<file path="src/rtl/rr_mux_pkg.sv">
// Shared constants, state encoding and round-robin pick helper for rr_mux_arbiter.
package rr_mux_pkg;

    localparam int NSRC = 4;
    localparam int SELW = 2;

    typedef enum logic {
        EMPTY = 1'b0,
        FULL  = 1'b1
    } state_t;

    typedef struct packed {
        logic            found;
        logic [SELW-1:0] idx;
    } pick_t;

    // Search req starting at ptr, wrapping 3->0; the first set bit wins.
    // The loop runs from the farthest offset down so the nearest one is kept.
    function automatic pick_t rr_pick(input logic [NSRC-1:0] req,
                                      input logic [SELW-1:0] ptr);
        pick_t           r;
        logic [SELW-1:0] k;
        r = '0;
        for (int i = NSRC - 1; i >= 0; i--) begin
            k = ptr + SELW'(i);
            if (req[k]) begin
                r.found = 1'b1;
                r.idx   = k;
            end
        end
        return r;
    endfunction

endpackage

</file>
<file path="src/rtl/rr_pick_logic.sv">
// Combinational rotate-and-priority-encode: winner index, found flag and one-hot.
module rr_pick_logic
    import rr_mux_pkg::*;
(
    input  logic [NSRC-1:0] req,
    input  logic [SELW-1:0] ptr,
    output logic            found,
    output logic [SELW-1:0] idx,
    output logic [NSRC-1:0] onehot
);

    pick_t pick;

    // Resolve the winner starting the search at the priority pointer.
    always_comb begin
        pick = rr_pick(req, ptr);
    end

    assign found = pick.found;
    assign idx   = pick.idx;

    generate
        for (genvar gi = 0; gi < NSRC; gi++) begin : g_onehot
            assign onehot[gi] = pick.found && (pick.idx == SELW'(gi));
        end
    endgenerate

endmodule

</file>
<file path="src/rtl/rr_mux_arbiter.sv">
// Round-robin arbiter over four sources feeding a single-entry valid/ready
// output buffer. Optional capture statistics are enabled by RR_GRANT_CNT_EN.
module rr_mux_arbiter
    import rr_mux_pkg::*;
#(
    parameter int WIDTH = 4
) (
    input  logic             clk,
    input  logic             rst,
    input  logic [NSRC-1:0]  req,
    input  logic [WIDTH-1:0] a,
    input  logic [WIDTH-1:0] b,
    input  logic [WIDTH-1:0] c,
    input  logic [WIDTH-1:0] d,
    output logic [NSRC-1:0]  gnt,
    output logic [SELW-1:0]  sel,
    output logic [WIDTH-1:0] out,
    output logic             out_valid,
`ifdef RR_GRANT_CNT_EN
    output logic [15:0]      gnt_cnt,
    output logic             last_src_repeat,
`endif
    input  logic             out_ready
);

    state_t           state_reg;
    logic [SELW-1:0]  ptr_reg;
    logic [SELW-1:0]  sel_reg;
    logic [WIDTH-1:0] out_reg;
    logic             valid_reg;

    logic             found;
    logic [SELW-1:0]  win;
    logic [NSRC-1:0]  win_oh;
    logic             cap;
    logic [WIDTH-1:0] win_data;

    rr_pick_logic u_pick (
        .req    (req),
        .ptr    (ptr_reg),
        .found  (found),
        .idx    (win),
        .onehot (win_oh)
    );

    // A word can be taken when the buffer is empty or is being drained now;
    // reset suppresses capture so gnt stays low while rst is high.
    assign cap = !rst && found && ((state_reg == EMPTY) || out_ready);
    assign gnt = cap ? win_oh : '0;

    // Data multiplexer driven by the current winner.
    always_comb begin
        win_data = a;
        case (win)
            2'd0:    win_data = a;
            2'd1:    win_data = b;
            2'd2:    win_data = c;
            default: win_data = d;
        endcase
    end

    // Buffer FSM, pointer and registered outputs.
    always_ff @(posedge clk) begin
        if (rst) begin
            state_reg <= EMPTY;
            ptr_reg   <= '0;
            sel_reg   <= '0;
            out_reg   <= '0;
            valid_reg <= 1'b0;
        end else begin
            case (state_reg)
                EMPTY: begin
                    if (cap) begin
                        out_reg   <= win_data;
                        sel_reg   <= win;
                        valid_reg <= 1'b1;
                        ptr_reg   <= win + 2'd1;
                        state_reg <= FULL;
                    end
                end
                FULL: begin
                    if (cap) begin
                        out_reg   <= win_data;
                        sel_reg   <= win;
                        valid_reg <= 1'b1;
                        ptr_reg   <= win + 2'd1;
                    end else if (out_ready) begin
                        valid_reg <= 1'b0;
                        state_reg <= EMPTY;
                    end
                end
                default: begin
                    state_reg <= EMPTY;
                    valid_reg <= 1'b0;
                end
            endcase
        end
    end

    assign sel       = sel_reg;
    assign out       = out_reg;
    assign out_valid = valid_reg;

`ifdef RR_GRANT_CNT_EN
    logic [15:0] cnt_reg;
    logic        repeat_reg;
    logic        have_prev_reg;

    // Capture counter (wraps naturally) and same-source-as-last-capture flag.
    always_ff @(posedge clk) begin
        if (rst) begin
            cnt_reg       <= '0;
            repeat_reg    <= 1'b0;
            have_prev_reg <= 1'b0;
        end else if (cap) begin
            cnt_reg       <= cnt_reg + 16'd1;
            repeat_reg    <= have_prev_reg && (win == sel_reg);
            have_prev_reg <= 1'b1;
        end
    end

    assign gnt_cnt         = cnt_reg;
    assign last_src_repeat = repeat_reg;
`endif

endmodule

</file>
<file path="config.mk">
export PLATFORM = sky130hd
export DESIGN_NAME = rr_mux_arbiter
export DESIGN_NICKNAME = d
export VERILOG_FILES = /design/src/rtl/rr_mux_pkg.sv /design/src/rtl/rr_pick_logic.sv /design/src/rtl/rr_mux_arbiter.sv
export SDC_FILE = /design/constraint.sdc
export NUM_CORES = 1
export LEC_CHECK = 0
export ABC_CLOCK_PERIOD_IN_PS = 2700
export CAP_MARGIN = 40
export CORE_AREA = 2 2 42 48
export DETAILED_ROUTE_END_ITERATION = 16
export DIE_AREA = 0 0 44 50
export GPL_TIMING_DRIVEN = 0
export PLACE_DENSITY = 0.86
export SYNTH_ARGS = -nofsm -noshare
export SYNTH_HDL_FRONTEND = slang
export SYNTH_SLANG_ARGS = --single-unit
export TNS_END_PERCENT = 100
</file>
<file path="constraint.sdc">
create_clock -name clk -period 2.7 [get_ports clk]
set_input_delay 0.405 -clock clk [delete_from_list [all_inputs] [get_ports clk]]
set_output_delay 0.405 -clock clk [all_outputs]
set_load 0.1 [all_outputs]
</file>
* Word level (Yosys, flattened, before mapping) *
Cells that the tools add are included.

word-level totals
  register bits after elaboration = 10
  output and inout bits = 11
  input port bits = 23

operators by class
  equal/unequal tests = 5
  bitwise gates (word level) = 1
  magnitude comparators = 4
  muxes and demuxes = 25
  $add $sub $neg = 4
  reduce and logical (&&, ||, !) cells = 10

operator list
  cell                                                   count
  < comparator 2 x 3 -> 1 bit, second input constant     4
  2-to-1 mux 3 bit                                       4
  case mux 4 bit (3 select lines)                        1
  2-to-1 mux 1 bit                                       10
  binary-select mux 1 bit (select 2 bit)                 4
  2-to-1 mux 4 bit                                       2
  logical AND 1 bit                                      6
  adder 2 x 1 -> 2 bit, second input constant            2
  adder 2 bit, second input constant                     2
  == test 2 bit, second input constant                   2
  2-to-1 mux 2 bit                                       2
  case mux 1 bit (2 select lines)                        2
  inequality test 3 x 2 -> 1 bit, second input constant  1
  == test 2 x 1 -> 1 bit, second input constant          1
  logical NOT 2 bit                                      1
  inequality test 2 bit, second input constant           1
  AND reduction 2 bit                                    1
  logical NOT 1 bit                                      1
  logical OR 1 bit                                       1
  NOT 1 bit                                              1

* Depth between registers and ports, before layout *
  word-level depth = 11
  gate-level depth with buffers = 9

* By module *
A second synthesis with hierarchy kept.

unflattened totals
  cells, all modules = 101
  area, all modules = 789.5 um2

by module, submodules not included
  module          area an instance (um2)  instances  cells an instance  sequential area each (um2)
  rr_mux_arbiter  578.1                   1          68                 200.2
  rr_pick_logic   211.5                   1          33                 0.0

* Worst setup path before layout *
Ideal clock, no wire load.

  kind = input to output
  from = in req[2]
  to = out gnt[1]
  buffers on the path = 0
  setup slack = 0.325 ns
  arrival = 1.970 ns
  stages = 5
  cell sequence = inv_1 > o22ai_1 > a211oi_2 > ha_1 > and2_1

between the ends
  cells in the longest elaborated chain, start to end = 9
  elaborated cells on any way between the ends = 17
  classes of those cells = eq/ne (1); mux (13); reduce/logical (3)

RTL lines
  element                                 line                  source
  from (decl)                             rr_mux_arbiter.sv:10  input logic [NSRC-1:0] req,
  binary-select mux 1 bit (select 2 bit)  rr_mux_pkg.sv:26      if (req[k]) begin
  2-to-1 mux 1 bit (not written as such)  rr_mux_pkg.sv:26
  2-to-1 mux 3 bit (3 in series)          rr_mux_pkg.sv:26
  2-to-1 mux 3 bit (*)                    rr_mux_pkg.sv:26
  named net u_pick.idx[0]                 rr_pick_logic.sv:8    output logic [SELW-1:0] idx,
  == test 2 x 1 -> 1 bit (*)              rr_pick_logic.sv:24   assign onehot[gi] = pick.found && (pick.idx == SELW'(gi));
  logical AND 1 bit (*)                   rr_pick_logic.sv:24
  2-to-1 mux 4 bit (*)                    rr_mux_arbiter.sv:49  assign gnt = cap ? win_oh : '0;
  to (decl)                               rr_mux_arbiter.sv:15  output logic [NSRC-1:0] gnt,

Mark *: on every way through the listed nets, which the timed path passes. The rest lies on a longest branch. The select of a mux whose other input is x is not followed.

* Worst setup path in the final report *
Same ends and word-level chain as after synthesis.

==> results.md <==
- In this run the most critical hold path is launched from out[2].
- During synthesis, Yosys emitted a total of 0 warnings.
- Using the TritonRoute via totals, the vias-per-cell ratio works out to ~5.4.
- The max-slew violation total from the final report was 0.
- For this run, design rule violations remaining after detail routing come to 0.
- The total power draw is a little over 0.7 mW.
- The maximum fanout encountered on the critical timing path is 5.
- The startpoint identified for the worst register-to-register timing path is ptr_reg[0].
- Counting the fill cells in the layout gives between 100 and 150.
- The number of clock buffers inserted by TritonCTS is 3.
- The register bit total from synthesis is 10.
- The slowest stage of the critical path is the sky130_fd_sc_hd__clkdlybuf4s50_1 cell.
- Measured on the finished design, the core utilization comes to ~74%.
- Summed over all nets, the half-perimeter wirelength after detailed placement is ~1500 microns.
- Entering global routing, the biggest net connects 11 pins.
- The root buffer selected by CTS is sky130_fd_sc_hd__clkbuf_4.
- The global-route wire length before repair is 3330 microns.
- The top-level I/O count is 34.
- Across all hold checks on the routed design, the worst slack comes to 0.477 ns.
- The flip-flop count of the largest register, all copies and words added is 4.
- The total via count in the routed design is between 700 and 800.
- The total core area is about 0.0017 sq mm.
- The post-route standard cell area excluding fillers is approximately 0.0013 sq mm.
- The wire length after detailed routing is roughly 2100 microns.
- The multi-input combinational cells in the finished layout cover a total of between 400 and 500 sq um.
- STA classifies the critical path startpoint as an input port.
- The kind of cell with the highest combined delay on the critical path is buffers and inverters.
- The number of antenna violations at the first check in global routing was 0.
- The flow ran to the end, and the final reports show no timing, DRC or antenna violations.
- TritonCTS built the clock tree.
- The most common cell after layout, fill and taps aside is sky130_fd_sc_hd__clkdlybuf4s50_1.
- The post-placement cell area is 0.00118 sq mm.
- VDD sags by at most between 0.4 and 0.5 mV.
- The number of antenna diodes in the final layout is 0.
- In the final routed layout, each cell accounts on average for ~14 microns.
- The final clock period utilization by the worst path is 98.0%.
- Global routing used between 10% and 20% of the available tracks.
- The deepest level of the CTS H-tree is 1.
- The longest clock path from root to sink contains 2 buffers.
- The number of input and output port buffers inserted is 33.
- The critical path contains buffers and inverters numbering 5 combined.
- At the end of the flow, the number of nets in the layout was between 150 and 200.
- The average instance area after synthesis is slightly above 8 sq um.
- The sequential-to-total area share from yosys stat is a little over 30%.
- The post-layout minimum cycle time is 2.65 ns.
- The number of nets handed over by synthesis was 109.
- The die is ~44 microns wide.
- The number of detailed-routing iterations run before antenna repair is 4.
- The synthesized netlist occupies a cell area of roughly 660 sq um.
- In this run the static leakage power is about 0.52 nW.
- The total count of hold-check failures in the final report was 0.
- Measured against its own limit, the worst slew margin works out to a little over three fifths.
- The footprint of the flip-flops and latches is between 200 and 250 sq um.
- The signal on the critical path passes through clkdlybuf4s15_1, inv_2, o22ai_1, a211oi_2, buf_4, ha_4, and2_1, clkdlybuf4s50_1, buf_12.
- The kind of end point of the critical path is a primary output.
- For the worst setup path, the data arrival time is ~2.2 ns.
- For the pin with the worst max-slew slack, the measured transition is around 0.56 ns.
- The layout cell share with drive strength beyond 1 is between 20% and 30%.
- Global routing finished with a remaining overflow of 0.
- The tool flagged a number of max-cap violations equal to 0.
- Synthesis instantiated 22 different standard cells from the library.
- In this run the worst hold path is classified as reg2reg.
- From synthesis to final layout, the design area changed by 92.5%.
- The delay of the slowest cell on the worst path is about 0.53 ns.
- The CTS clock-pin slew for the worst setup and hold paths is ~0.060 ns.
- The initial core utilization is about two fifths.
- The category of the critical setup timing path is in2out.
- The worst-skew pair later-pin latency is roughly 0.26 ns.
- The highest clock frequency the design can meet is about 380 MHz.
- The final weighted congestion in routability-driven placement is approximately 0.7.
- The required time of the worst setup path is approximately 2.3 ns.
- The initial DRC count is 13.
- For this design the ratio of total power to cell area is ~570 mW/mm^2.
- Synthesis produced a netlist whose cell count is 81.
- In this run the worst setup path begins at req[2].
- After floorplanning, the core was divided into 16 placement rows.
- The remaining antenna violation count is 0.
- The via count of the first global-routing pass came to about 800.
- In this run the vertical extent of the chip is approximately 50 microns.
- The worst clock skew on the final layout is around 0.0005 ns.
- The setup violation total in the final timing report is 0.
- The number of sinks on the clock net is 10.
- In the layout the commonest cells are sky130_fd_sc_hd__clkdlybuf4s50_1 (26), sky130_fd_sc_hd__a21oi_1 (15), sky130_fd_sc_hd__dfxtp_1 (8).
- The die footprint is between 0.002 and 0.0025 sq mm.
routing by layer:
layer	part of all wire (%)	wire length, microns	global-route usage (%)	vias up
li1	-	-	-	386
met1	41	855	23.7	366
met2	51	1070	34.3	31
met3	5.8	121	1.47	4
met4	1.4	29	9.60	0
met5	0	0	0	-
synthesized netlist by cell type, drive strengths merged:
| cell | n | area share (%) |
|---|---|---|
| nor2b | 5 | 4.7 |
| a21oi | 16 | 12 |
| a311oi | 1 | 1.3 |
| nand2b | 4 | 3.8 |
| o21bai | 1 | 1.1 |
| and2 | 4 | 3.8 |
| o21ai | 4 | 3.0 |
| nor2 | 5 | 3.2 |
| a21o | 2 | 2.3 |
| dfxtp | 10 | 30 |
| nor3b | 1 | 1.1 |
| clkbuf | 1 | 0.57 |
| nand2 | 4 | 2.3 |
| a211oi | 3 | 5.7 |
| o22ai | 2 | 1.9 |
| buf | 1 | 1.7 |
| ha | 5 | 9.4 |
| nor3 | 1 | 0.75 |
| a22oi | 4 | 4.5 |
| inv | 6 | 3.4 |
| nor4 | 1 | 3.2 |
what timing repair did:
action | in CTS | in global routing
gates resized for setup | 18 | 10
setup buffers | 3 | 1
hold buffers | 0 | 0
setup endpoints to repair | 4 | 2
pin swaps | 1 | 2
endpoints found under the hold margin | 0 | 0
logic make-up (layout without fill, tap and decap cells):
kind of cell	after synthesis	count (layout)	synth area share, %
AO/OA/AOI/OAI	33	33	31.9
buffers and inverters	8	56	5.66
AND/OR/NAND/NOR	25	25	22.8
flip-flops	10	10	30.2
adder cells (fa/ha/maj)	5	5	9.43
report_power, final:
part,switching (mW),internal (mW),total [mW]
clock network,0.0490,0.0515,0.100
registers,0.0141,0.169,0.183
logic,0.255,0.188,0.443
total,0.318,0.409,0.727
path summary, 6_finish.rpt:
kind | depth (start not counted) | slack, ns | endpoint
worst max register to register | 10 | 0.81 | out[1]
worst min register to register | 2 | 0.48 | out[2]
worst max-delay path | 9 | 0.05 | gnt[1]
worst min-delay path | 2 | 0.48 | out[2]
through the flow:
stage,setup TNS [ns],cells,worst slack (ns)
floorplan,0,81,0.325
global placement,-3.40,132,-0.934
detailed placement,-2.17,143,-0.614
CTS,0,147,0.000228
global route,-0.0284,147,-0.0284
finish,0,147,0.0534
cell type report:
cell class / instances / share of cell area [%]
buffer: 2 / 1.18
clock buffer: 3 / 1.76
inverter: 6 / 1.76
multi-input combinational: 63 / 37.2
sequential: 10 / 15.9
tap: 18 / 1.76
timing repair buffer: 45 / 40.5
worst reg2reg max path, stage by stage, from the launching register on:
cell and delay [ns]:
sky130_fd_sc_hd__dfxtp_2 0.34, sky130_fd_sc_hd__nand2b_1 0.18, sky130_fd_sc_hd__a21oi_2 0.17, sky130_fd_sc_hd__a211oi_2 0.05, sky130_fd_sc_hd__buf_4 0.17, sky130_fd_sc_hd__buf_4 0.13
sky130_fd_sc_hd__ha_1 0.27, sky130_fd_sc_hd__nor2b_1 0.16, sky130_fd_sc_hd__a21oi_1 0.16, sky130_fd_sc_hd__nand2_1 0.07, sky130_fd_sc_hd__a21oi_1 0.14
No activity file was read; power rests on OpenSTA's default activity.
